<file path="config.mk">
export PLATFORM = sky130hd
export DESIGN_NAME = uart_receiver
export DESIGN_NICKNAME = d
export VERILOG_FILES = /design/src/rtl/uart_receiver.sv
export SDC_FILE = /design/constraint.sdc
export NUM_CORES = 1
export LEC_CHECK = 0
export CAP_MARGIN = 15
export CORE_ASPECT_RATIO = 1.25
export CORE_UTILIZATION = 50
export CTS_CLUSTER_SIZE = 14
export DETAILED_ROUTE_END_ITERATION = 7
export PLACE_DENSITY = 0.81
export RECOVER_POWER = 50
export SYNTH_ARGS = -nofsm -noshare
export SYNTH_HDL_FRONTEND = slang
export SYNTH_SLANG_ARGS = --single-unit
export TNS_END_PERCENT = 5
</file>
<file path="constraint.sdc">
create_clock -name i_clk -period 1.8 [get_ports i_clk]
set_clock_uncertainty 0.1 [all_clocks]
set_input_delay 0.36 -clock i_clk [delete_from_list [all_inputs] [get_ports i_clk]]
set_output_delay 0.36 -clock i_clk [all_outputs]
set_load 0.02 [all_outputs]
</file>
<file path="src/rtl/uart_receiver.sv">
// UART receive deframer: 16x oversampled start / data (LSB first) / stop, with a one-cycle
// done strobe, a frame-error flag that holds until the next frame and a busy indicator.
module uart_receiver #(
    parameter int unsigned DATA_BITS      = 32,
    parameter int unsigned STP_BITS_TICKS = 16
) (
    input  logic                 i_clk,
    input  logic                 i_reset_n,
    input  logic                 i_bd_tick,
    input  logic                 i_rx,
    output logic [DATA_BITS-1:0] o_data,
    output logic                 o_rx_done,
    output logic                 o_frame_error,
    output logic                 o_rx_busy
);

    localparam int unsigned StpClog = $clog2(STP_BITS_TICKS);
    localparam int unsigned TickW   = (StpClog > 4) ? StpClog : 4;
    localparam int unsigned BitW    = (DATA_BITS > 1) ? $clog2(DATA_BITS) : 1;

    localparam logic [TickW-1:0] TickMid     = TickW'(7);
    localparam logic [TickW-1:0] TickBitLast = TickW'(15);
    localparam logic [TickW-1:0] TickStpLast = TickW'(STP_BITS_TICKS - 1);
    localparam logic [BitW-1:0]  BitLast     = BitW'(DATA_BITS - 1);

    typedef enum logic [1:0] {StIdle, StStart, StData, StStop} state_e;

    state_e               state_q;
    logic                 rx_meta_q;
    logic                 rx_s_q;
    logic [TickW-1:0]     tick_cnt_q;
    logic [BitW-1:0]      bit_cnt_q;
    logic [DATA_BITS-1:0] shreg_q;
    logic [DATA_BITS-1:0] data_q;
    logic                 done_q;
    logic                 ferr_q;
    logic                 busy_q;

    always_ff @(posedge i_clk or negedge i_reset_n) begin
        if (!i_reset_n) begin
            state_q    <= StIdle;
            rx_meta_q  <= 1'b1;
            rx_s_q     <= 1'b1;
            tick_cnt_q <= '0;
            bit_cnt_q  <= '0;
            shreg_q    <= '0;
            data_q     <= '0;
            done_q     <= 1'b0;
            ferr_q     <= 1'b0;
            busy_q     <= 1'b0;
        end else begin
            rx_meta_q <= i_rx;
            rx_s_q    <= rx_meta_q;
            done_q    <= 1'b0;
            case (state_q)
                StIdle: begin
                    // Start edge is taken immediately, independent of the tick phase.
                    if (!rx_s_q) begin
                        state_q    <= StStart;
                        busy_q     <= 1'b1;
                        tick_cnt_q <= '0;
                    end
                end
                StStart: begin
                    if (i_bd_tick) begin
                        if (tick_cnt_q == TickMid) begin
                            if (!rx_s_q) begin
                                state_q    <= StData;
                                tick_cnt_q <= '0;
                                bit_cnt_q  <= '0;
                            end else begin
                                state_q <= StIdle;
                                busy_q  <= 1'b0;
                            end
                        end else begin
                            tick_cnt_q <= tick_cnt_q + TickW'(1);
                        end
                    end
                end
                StData: begin
                    if (i_bd_tick) begin
                        if (tick_cnt_q == TickBitLast) begin
                            shreg_q    <= {rx_s_q, shreg_q[DATA_BITS-1:1]};
                            tick_cnt_q <= '0;
                            if (bit_cnt_q == BitLast) begin
                                state_q <= StStop;
                            end else begin
                                bit_cnt_q <= bit_cnt_q + BitW'(1);
                            end
                        end else begin
                            tick_cnt_q <= tick_cnt_q + TickW'(1);
                        end
                    end
                end
                StStop: begin
                    if (i_bd_tick) begin
                        if (tick_cnt_q == TickStpLast) begin
                            state_q <= StIdle;
                            busy_q  <= 1'b0;
                            data_q  <= shreg_q;
                            ferr_q  <= ~rx_s_q;
                            done_q  <= 1'b1;
                        end else begin
                            tick_cnt_q <= tick_cnt_q + TickW'(1);
                        end
                    end
                end
                default: begin
                    state_q <= StIdle;
                    busy_q  <= 1'b0;
                end
            endcase
        end
    end

    assign o_data        = data_q;
    assign o_rx_done     = done_q;
    assign o_frame_error = ferr_q;
    assign o_rx_busy     = busy_q;

endmodule

</file>
==> flow_metrics.env, run 1 <==
export IMPL_io_pins=39
export IMPL_grt_overflow=0
export IMPL_fillCellCount=417
export IMPL_yosysWarnings=0
export IMPL_syn_inst=227
export IMPL_violations="negative setup slack"
export IMPL_dr_pass1_iters=4
export IMPL_syn_nets=234
export IMPL_die_area_sq_um=7120
export IMPL_grt_total_usage=0.184
export IMPL_synthAdderAreaFrac=0.0111
export IMPL_synth_top_family_by_area="multiplexers"
export IMPL_drc=0
export IMPL_drtAntennaViolNets=0
export IMPL_setup_worst_path_end_class="register"
export IMPL_ys_flop_type="dfrtp_1"
export IMPL_viasPerCell=5.29
export IMPL_cts_tree="built"
export IMPL_htreeDepth=3
export IMPL_cp_data_required_time_ns=1.94
export IMPL_cts_root_buf="clkbuf_8"
export IMPL_crit_fanout=3
export IMPL_start_util=0.516
export IMPL_reg2regPathDepth=6
export IMPL_areaGrowthSynthToFinish_pct=33.9
export IMPL_synthXorXnorAreaFrac=0
export IMPL_yosys_area_share_simple=0.0627
export IMPL_reg2reg_from="bit_cnt_q[1]$_DFFE_PN0P_"
export IMPL_coreArea_sq_um=6570
export IMPL_cts_clk_slew_worst_paths_ns=0.07
export IMPL_rsz0062_at_grt="yes"
export IMPL_r2r_setup_slack_ns=-0.07
export IMPL_power_density_nw_per_um2=893
export IMPL_final_max_slew_viol_count=0
export IMPL_fin_util=0.692
export IMPL_nNetsFinal=303
export IMPL_numPortBuffers=38
export IMPL_relSlewSlack=0.476
export IMPL_fp_row_count=33
export IMPL_gp_congestion=0.863
export IMPL_dr_first_iter_drc_count=101
export IMPL_grt_max_degree=36
export IMPL_grt_first_pass_wirelength_um=9690
export IMPL_synth_compound_area_frac=0.0491
export IMPL_cts_made_buffers=9
export IMPL_clock_latency_ns=0.35
export IMPL_layout_commonest_cell="dfrtp_1"
export IMPL_r2r_end="bit_cnt_q[3]$_DFFE_PN0P_"
export IMPL_arrival_ns=2.01
export IMPL_hold_viol_final=0
export IMPL_setup_viol=2
export IMPL_synthArstFlopShare=1.00
export IMPL_clockBufferDepth=2
export IMPL_routed_wl_um=6530
export IMPL_crit_start="bit_cnt_q[1]$_DFFE_PN0P_"
export IMPL_crit_end="bit_cnt_q[3]$_DFFE_PN0P_"
export IMPL_muxShareOfSynthArea=0.252
export IMPL_synth_seq_area_share=0.591
export IMPL_final_cell_mix="dfrtp_1, mux2_4, buf_4"
export IMPL_hp_class="register to register"
export IMPL_max_freq_mhz=535
export IMPL_ys_ff_latch=80
export IMPL_antenna_found_initial=0
export IMPL_peakVddDrop_mv=0.716
export IMPL_synthesis_area_sq_um=3390
export IMPL_fp_dieH_um=94.1
export IMPL_tightest_slew_ns=0.785
export IMPL_worstSetupPathType="register to register"
export IMPL_crit_path_start_kind="register"
export IMPL_finalWorstSetupSlack_ns=-0.0685
export IMPL_outcome="finished with violations"
export IMPL_wl_per_cell_um=16.9
export IMPL_num_antenna_cells=0
export IMPL_power_leakage_nw=2.56
export IMPL_die_w_um=75.7
export IMPL_first_global_vias=2043
export IMPL_min_period_ns=1.87
export IMPL_synth_edf_count=0
export IMPL_clock_sinks=80
export IMPL_vias=2043
export IMPL_power_mw=4.06
export IMPL_period_share=1.04
export IMPL_avgSynthCellArea_sq_um=14.9
export IMPL_maxCapViolCount=0
export IMPL_dp_hpwl_um=3940
export IMPL_synthDistinctLibCells=37
export IMPL_layout_drive_gt1_share=0.418
## where the power goes
part | switching, mW | internal, mW | total [mW]
logic | 0.359 | 0.396 | 0.755
registers | 0.129 | 1.88 | 2.01
clock network | 0.595 | 0.699 | 1.29
## how the worst min path moves through the flow
stage	to	start	slack [ns]	cells after the start
2_1_floorplan	async pin	i_reset_n	-0.04	0
3_3_place_gp	tick_cnt_q[0]$_DFFE_PN0P_	i_reset_n	0.22	1
3_5_place_dp	tick_cnt_q[0]$_DFFE_PN0P_	i_reset_n	0.23	1
4_1_cts	rx_s_q$_DFF_PN1_	rx_meta_q$_DFF_PN1_	0.28	0
5_1_grt	rx_s_q$_DFF_PN1_	rx_meta_q$_DFF_PN1_	0.28	0
6_report	rx_s_q$_DFF_PN1_	rx_meta_q$_DFF_PN1_	0.27	0
## layer usage
metal	up-vias	track usage	share of wire
met5	-	0	0
met4	0	0.0787	0.020
met3	11	0.0386	0.032
met2	47	0.296	0.50
met1	1035	0.237	0.45
li1	950	-	-
## flip-flops by register name (all words and copies together), names as in the netlist, named ones only
| name | count |
|---|---|
| bit_cnt_q | 5 |
| rx_s_q | 1 |
| o_frame_error | 1 |
| o_data | 32 |
| tick_cnt_q | 4 |
| state_q | 1 |
| o_rx_done | 1 |
| rx_meta_q | 1 |
| o_rx_busy | 1 |
| shreg_q | 32 |
## stage by stage
step | worst slack, ns | std cells | hold slack, ns | setup TNS, ns | instance area (sq um)
5_1_grt | -0.167 | 386 | 0.278 | -1.28 | 4540
3_5_place_dp | -0.258 | 360 | 0.227 | -15.22 | 3970
6_report | -0.0685 | 386 | 0.270 | -0.136 | 4540
4_1_cts | 0.000256 | 381 | 0.279 | 0 | 4280
2_1_floorplan | -0.0160 | 227 | -0.0356 | -0.0205 | 3410
3_3_place_gp | -0.233 | 360 | 0.222 | -14.09 | 3970
## critical path: stages (launching register included)
cell     delay (ns)
dfrtp_1        0.40
ha_2           0.20
and3_4         0.16
ha_4           0.17
buf_4          0.13
or3_4          0.34
o31ai_1        0.26
## synth_stat cells, drive strengths merged, types with 3 or more instances
library cell	n	area share
buf	12	0.028
dfrtp	78	0.58
ha	3	0.011
inv	5	0.0055
mux2	66	0.25
nand2	9	0.010
nand2b	4	0.0074
nand3	4	0.0096
nor2	4	0.0052
o21ai	14	0.021
## timing repair
item / 4_1_cts / 5_1_grt
setup endpoints to repair: 39 / 58
pin swaps: 8 / 6
buffers inserted: 5 / 3
hold endpoints to repair: 28 / 0
hold buffers: 1 / 0
gates resized for setup: 13 / 61
cloned: 1 / 2
## layout make-up
class	count	area (sq um)	area share
clock buffer	11	151	0.0333
timing repair buffer	70	756	0.166
inverter	5	18.8	0.00413
clock inverter	3	42.5	0.00937
tap	87	109	0.0240
sequential	80	2000	0.441
multi-input combinational	130	1460	0.321
## kinds of logic after synthesis
group,Yosys count
muxes,67
and+or+nand+nor,34
adders and majority gates,3
DFF,80
buffers and inverters,17
AOI/OAI and AO/OA,26
(Power assumes the default switching activity.)
==> inputs of run 2 (changes only) <==
--- a/config.mk
+++ b/config.mk
@@ -12,2 +12,3 @@
 export DETAILED_ROUTE_END_ITERATION = 7
+export HOLD_SLACK_MARGIN = 0.05
 export PLACE_DENSITY = 0.81
@@ -17,2 +18 @@
 export SYNTH_SLANG_ARGS = --single-unit
-export TNS_END_PERCENT = 5
==> constraint.sdc (replaced) <==
create_clock -name i_clk -period 1.8 [get_ports i_clk]
set_clock_uncertainty 0.1 [all_clocks]
set_input_delay 0.18 -clock i_clk [delete_from_list [all_inputs] [get_ports i_clk]]
set_output_delay 0.18 -clock i_clk [all_outputs]
set_load 0.02 [all_outputs]
==> run 2 against run 1 <==
  * The flow still finishes with violations (negative setup slack)
  * Sequential share of layout area increased by 2.4 points
  * Combinational power shrank 4.2%
  * Via count down 0.64%
  * Core utilization shrank 3.6 points
  * Sequential cell count unchanged
  * Global-route usage increased by 0.82 points
  * Worst setup slack gained 0.025 ns
  * Sequential power about the same
  * Critical path depth is the same
  * Clock power grew 5%
==> flow_metrics.env, run 2 (synthesis gave the netlist of run 1 again) <==
export IMPL_htreeDepth=3
export IMPL_violations="negative setup slack"
export IMPL_die_area_sq_um=7120
export IMPL_setup_worst_path_end_class="register"
export IMPL_gp_congestion=0.805
export IMPL_final_cell_mix="dfrtp_1, mux2_2, mux2_4, clkdlybuf4s50_1, buf_4"
export IMPL_relSlewSlack=0.556
export IMPL_drc=0
export IMPL_setup_viol=1
export IMPL_clock_sinks=80
export IMPL_cp_data_required_time_ns=1.96
export IMPL_nNetsFinal=296
export IMPL_io_pins=39
export IMPL_power_density_nw_per_um2=951
export IMPL_crit_path_start_kind="register"
export IMPL_period_share=1.02
export IMPL_max_freq_mhz=542
export IMPL_coreArea_sq_um=6570
export IMPL_cellInternalPower_mw=2.98
export IMPL_peakVddDrop_mv=0.602
export IMPL_pre_cts_ws_ns=-0.142
export IMPL_dr_pass1_iters=4
export IMPL_grt_overflow=0
export IMPL_numPortBuffers=38
export IMPL_routed_wl_um=6150
export IMPL_p_switching_mw=1.12
export IMPL_outcome="finished with violations"
export IMPL_fp_dieH_um=94.1
export IMPL_min_period_ns=1.84
export IMPL_p_comb_frac=0.177
export IMPL_layout_drive_gt1_share=0.412
export IMPL_vias=2030
export IMPL_seq_power_share=0.492
export IMPL_first_global_vias=2044
export IMPL_wl_per_cell_um=16.1
export IMPL_sw_frac_of_total=0.273
export IMPL_num_antenna_cells=0
export IMPL_fillCellCount=454
export IMPL_final_max_slew_viol_count=0
export IMPL_cts_tree="built"
export IMPL_fin_util=0.656
export IMPL_holdWs_ns=0.267
export IMPL_tightest_slew_ns=0.666
export IMPL_grt_max_degree=40
export IMPL_instances_no_fill=381
export IMPL_dp_cells=358
export IMPL_fp_row_count=33
export IMPL_die_w_um=75.7
export IMPL_arrival_ns=2.00
export IMPL_cts_clk_slew_worst_paths_ns=0.08
export IMPL_rsz0062_at_grt="yes"
export IMPL_layout_commonest_cell="dfrtp_1"
export IMPL_clock_latency_ns=0.34
export IMPL_viasPerCell=5.33
export IMPL_crit_fanout=3
export IMPL_finalWorstSetupSlack_ns=-0.0434
export IMPL_hp_class="register to register"
export IMPL_grt_first_pass_wirelength_um=9960
export IMPL_start_util=0.516
export IMPL_drtAntennaViolNets=0
export IMPL_power_leakage_nw=2.12
export IMPL_hold_viol_final=0
export IMPL_dp_hpwl_um=3860
export IMPL_clockBufferDepth=2
export IMPL_clkPwrFrac=0.331
export IMPL_cts_made_buffers=9
export IMPL_dr_first_iter_drc_count=106
export IMPL_cts_root_buf="clkbuf_8"
export IMPL_antenna_found_initial=0
export IMPL_grt_total_usage=0.192
export IMPL_worstSetupPathType="register to register"
export IMPL_maxCapViolCount=0
export IMPL_areaGrowthSynthToFinish_pct=27.0
run 2: cell count changes in the layout (fill, tap and decap cells not counted), moves of 2 or more:
cell             before  now
mux2_2                7   37
mux2_1                0    2
buf_6                 3    0
dlygate4sd2_1         3    0
clkbuf_1              0    2
o21ai_2               0    2
buf_4                22   18
clkdlybuf4s50_1      12   27
dlygate4sd3_1         2   11
dlymetal6s2s_1       21    0
mux2_4               59   27
run 2: cell type report:
cell class	instances	area, sq um	share of cell area
Clock buffer	12	155	0.0360
Clock inverter	4	52.6	0.0122
Inverter	5	18.8	0.00436
Multi-Input combinational cell	130	1360	0.317
Sequential cell	80	2010	0.466
Tap cell	87	109	0.0253
Timing Repair Buffer	63	602	0.140
run 2: what timing repair did:
item | in CTS | in global routing
cloned | 0 | 1
pin swaps | 5 | 7
gates resized for setup | 11 | 10
endpoints found under the setup margin | 6 | 43
hold buffers | 1 | 0
endpoints found under the hold margin | 78 | 0
buffers inserted | 2 | 3
run 2: final timing paths:
check / startpoint / endpoint / slack [ns] / cells past startpoint
worst max-delay path: bit_cnt_q[1]$_DFFE_PN0P_ / bit_cnt_q[3]$_DFFE_PN0P_ / -0.04 / 6
worst min-delay path: rx_meta_q$_DFF_PN1_ / rx_s_q$_DFF_PN1_ / 0.27 / 0
worst max register to register: bit_cnt_q[1]$_DFFE_PN0P_ / bit_cnt_q[3]$_DFFE_PN0P_ / -0.04 / 6
worst min register to register: rx_meta_q$_DFF_PN1_ / rx_s_q$_DFF_PN1_ / 0.27 / 0
max in group asynchronous: i_reset_n / o_data[9]$_DFFE_PN0P_ / 0.28 / 3
min in group asynchronous: i_reset_n / o_data[23]$_DFFE_PN0P_ / 0.29 / 2
run 2: metrics by stage:
step	setup TNS, ns	cell area (sq um)	power [mW]
floorplan	-0.00707	3410	2.49
global placement	-1.42	3960	2.66
detailed placement	-2.32	3960	2.69
CTS	-0.0107	4250	4.10
global route	-0.405	4310	4.29
finish	-0.0434	4310	4.10
run 2: power groups by stage:
stage	Combinational [mW]	Sequential (mW)	Clock, mW
after global routing	0.801	2.03	1.46
final	0.723	2.02	1.36
after CTS	0.695	2.01	1.39
after floorplan	0.510	1.98	0
after global placement	0.630	2.03	0
after detailed placement	0.660	2.03	0
run 2: metal layers:
layer | vias to the layer above | global-route usage | share of wire
li1 | 942 | - | -
met1 | 1037 | 0.265 | 0.44
met2 | 36 | 0.284 | 0.51
met3 | 15 | 0.0354 | 0.019
met4 | 0 | 0.105 | 0.029
met5 | - | 0 | 0
run 2: critical path, cell delays in order (launching register included):
cell,delay (ns)
dfrtp_1,0.39
ha_2,0.20
and3_4,0.15
ha_4,0.16
buf_4,0.13
or3_4,0.41
o31ai_4,0.21
==> inputs of run 3 (changes only) <==
- CORE_UTILIZATION: 50 -> 52
- CTS_BUF_LIST: not set -> sky130_fd_sc_hd__clkbuf_2
- PLACE_DENSITY: 0.81 -> 0.84
==> run 3 against run 2 <==
  * The run still ends with negative setup slack left
  * Critical path depth increased by 1
  * Sequential share of layout area is 1.3 points lower
  * Combinational power is 18% higher
  * Clock power decreased by 9%
  * Critical endpoint unchanged
  * Highest routed layer unchanged
==> flow_metrics.env, run 3 (synthesis gave the netlist of run 1 again) <==
export IMPL_outcome="finished with violations"
export IMPL_violations="negative setup slack"
export IMPL_setup_worst_path_end_class="register"
export IMPL_min_delay_start="rx_meta_q$_DFF_PN1_"
export IMPL_cts_clk_slew_worst_paths_ns=0.24
export IMPL_die_area_sq_um=6850
export IMPL_cp_cell_sequence="ha_2, and3_4, ha_4, nor4bb_4, o21ai_4, o21ai_2, o31ai_2"
export IMPL_final_cell_mix="dfrtp_1, mux2_4, dlygate4sd2_1"
export IMPL_die_w_um=74.2
export IMPL_power_leakage_nw=2.32
export IMPL_cp_slowest_cell="dfrtp_1"
export IMPL_htreeDepth=3
export IMPL_clock_latency_ns=0.52
export IMPL_cts_made_buffers=9
export IMPL_start_util=0.543
export IMPL_max_freq_mhz=523
export IMPL_clock_sinks=80
export IMPL_gp_congestion=0.819
export IMPL_drc=0
export IMPL_routed_wl_um=7470
export IMPL_power_mw=4.07
export IMPL_areaGrowthSynthToFinish_pct=30.6
export IMPL_finalWorstSetupSlack_ns=-0.111
export IMPL_arrival_ns=2.23
export IMPL_antenna_found_initial=0
export IMPL_fp_row_count=32
export IMPL_sw_frac_of_total=0.287
export IMPL_num_antenna_cells=0
export IMPL_wl_per_cell_um=19.4
export IMPL_multiInputGateArea_sq_um=1470
export IMPL_fillCellCount=419
export IMPL_period_share=1.06
export IMPL_relSlewSlack=0.508
export IMPL_dr_first_iter_drc_count=231
export IMPL_hp_class="register to register"
export IMPL_rsz0062_at_grt="yes"
export IMPL_worstSetupPathType="register to register"
export IMPL_p_comb_frac=0.209
export IMPL_first_global_vias=2128
export IMPL_crit_fanout=7
export IMPL_cts_tree="built"
export IMPL_holdWs_ns=0.276
export IMPL_final_seq_area_sq_um=2010
export IMPL_vias=2137
export IMPL_grt_max_degree=33
export IMPL_tightest_slew_ns=0.738
export IMPL_reg2reg_from="bit_cnt_q[1]$_DFFE_PN0P_"
export IMPL_fin_util=0.709
export IMPL_layout_commonest_cell="dfrtp_1"
export IMPL_clockBufferDepth=2
export IMPL_power_density_nw_per_um2=918
export IMPL_cp_data_required_time_ns=2.12
export IMPL_clkPwrFrac=0.306
export IMPL_peakVddDrop_mv=0.664
export IMPL_fp_dieH_um=92.3
export IMPL_maxCapViolCount=0
export IMPL_numPortBuffers=38
export IMPL_min_period_ns=1.91
export IMPL_dp_hpwl_um=3900
export IMPL_grt_overflow=0
export IMPL_setup_viol=5
export IMPL_crit_path_start_kind="register"
export IMPL_setup_tns_final_ns=-0.197
export IMPL_crit_start="bit_cnt_q[1]$_DFFE_PN0P_"
export IMPL_coreArea_sq_um=6250
export IMPL_viasPerCell=5.55
export IMPL_seq_power_share=0.485
export IMPL_layout_drive_gt1_share=0.420
export IMPL_nNetsFinal=302
export IMPL_dr_pass1_iters=6
export IMPL_cts_root_buf="clkbuf_2"
export IMPL_grt_first_pass_wirelength_um=10600
export IMPL_grt_total_usage=0.213
export IMPL_final_max_slew_viol_count=0
export IMPL_cellInternalPower_mw=2.90
export IMPL_drtAntennaViolNets=0
export IMPL_p_switching_mw=1.17
export IMPL_hold_viol_final=0
export IMPL_io_pins=39
export IMPL_crit_path_max_incr_delay_ns=0.44
==> run 3: per-layer routing <==
layer | GRT usage | wire (um) | up-vias
met2 | 0.328 | 3930 | 51
met1 | 0.276 | 3180 | 1117
met3 | 0.0505 | 223 | 12
met5 | 0 | 0 | -
li1 | - | - | 957
met4 | 0.115 | 138 | 0
==> run 3: what timing repair did <==
action	CTS	global route
buffers inserted	4	4
gates resized for setup	51	40
setup endpoints to repair	78	44
pin swaps	9	6
gates cloned	1	2
hold endpoints to repair	81	0
hold buffers	4	0
==> run 3: through the flow <==
| stage | area [sq um] | cells | setup WS (ns) |
|---|---|---|---|
| finish | 4430 | 385 | -0.111 |
| detailed placement | 3960 | 354 | -0.323 |
| CTS | 4260 | 379 | -0.0849 |
| global placement | 3960 | 354 | -0.0622 |
| floorplan | 3410 | 227 | -0.00707 |
| global route | 4430 | 385 | -0.166 |
==> run 3: area by class of cell <==
| cell class | count | area share |
|---|---|---|
| sequential | 80 | 0.453 |
| multi-input combinational | 130 | 0.332 |
| timing repair buffer | 69 | 0.150 |
| clock inverter | 7 | 0.0268 |
| tap | 85 | 0.0240 |
| clock buffer | 9 | 0.0102 |
| inverter | 5 | 0.00424 |
==> run 3: worst max-delay path, delay by kind of cell, from the launching register on <==
kind                       cells  cell delay (ns)
and+or+nand+nor                2             0.49
AOI/OAI and AO/OA              3             0.45
DFF                            1             0.44
adders and majority gates      2             0.36
==> run 3: path summary, 6_finish.rpt <==
check,end,slack [ns],cells past startpoint
max reg2reg,bit_cnt_q[3]$_DFFE_PN0P_,-0.11,7
min reg2reg,rx_s_q$_DFF_PN1_,0.28,0
min,rx_s_q$_DFF_PN1_,0.28,0
max in group asynchronous,shreg_q[13]$_DFFE_PN0P_,0.11,4
max,bit_cnt_q[3]$_DFFE_PN0P_,-0.11,7
min in group asynchronous,rx_s_q$_DFF_PN1_,0.71,3
==> run 3: power groups by stage <==
stage / clock [mW] / combinational, mW / sequential (mW)
after floorplan: 0 / 0.510 / 1.98
after detailed placement: 0 / 0.720 / 1.99
after CTS: 1.27 / 0.796 / 1.97
after global placement: 0 / 0.685 / 1.99
final: 1.24 / 0.851 / 1.97
after global routing: 1.33 / 0.911 / 1.98
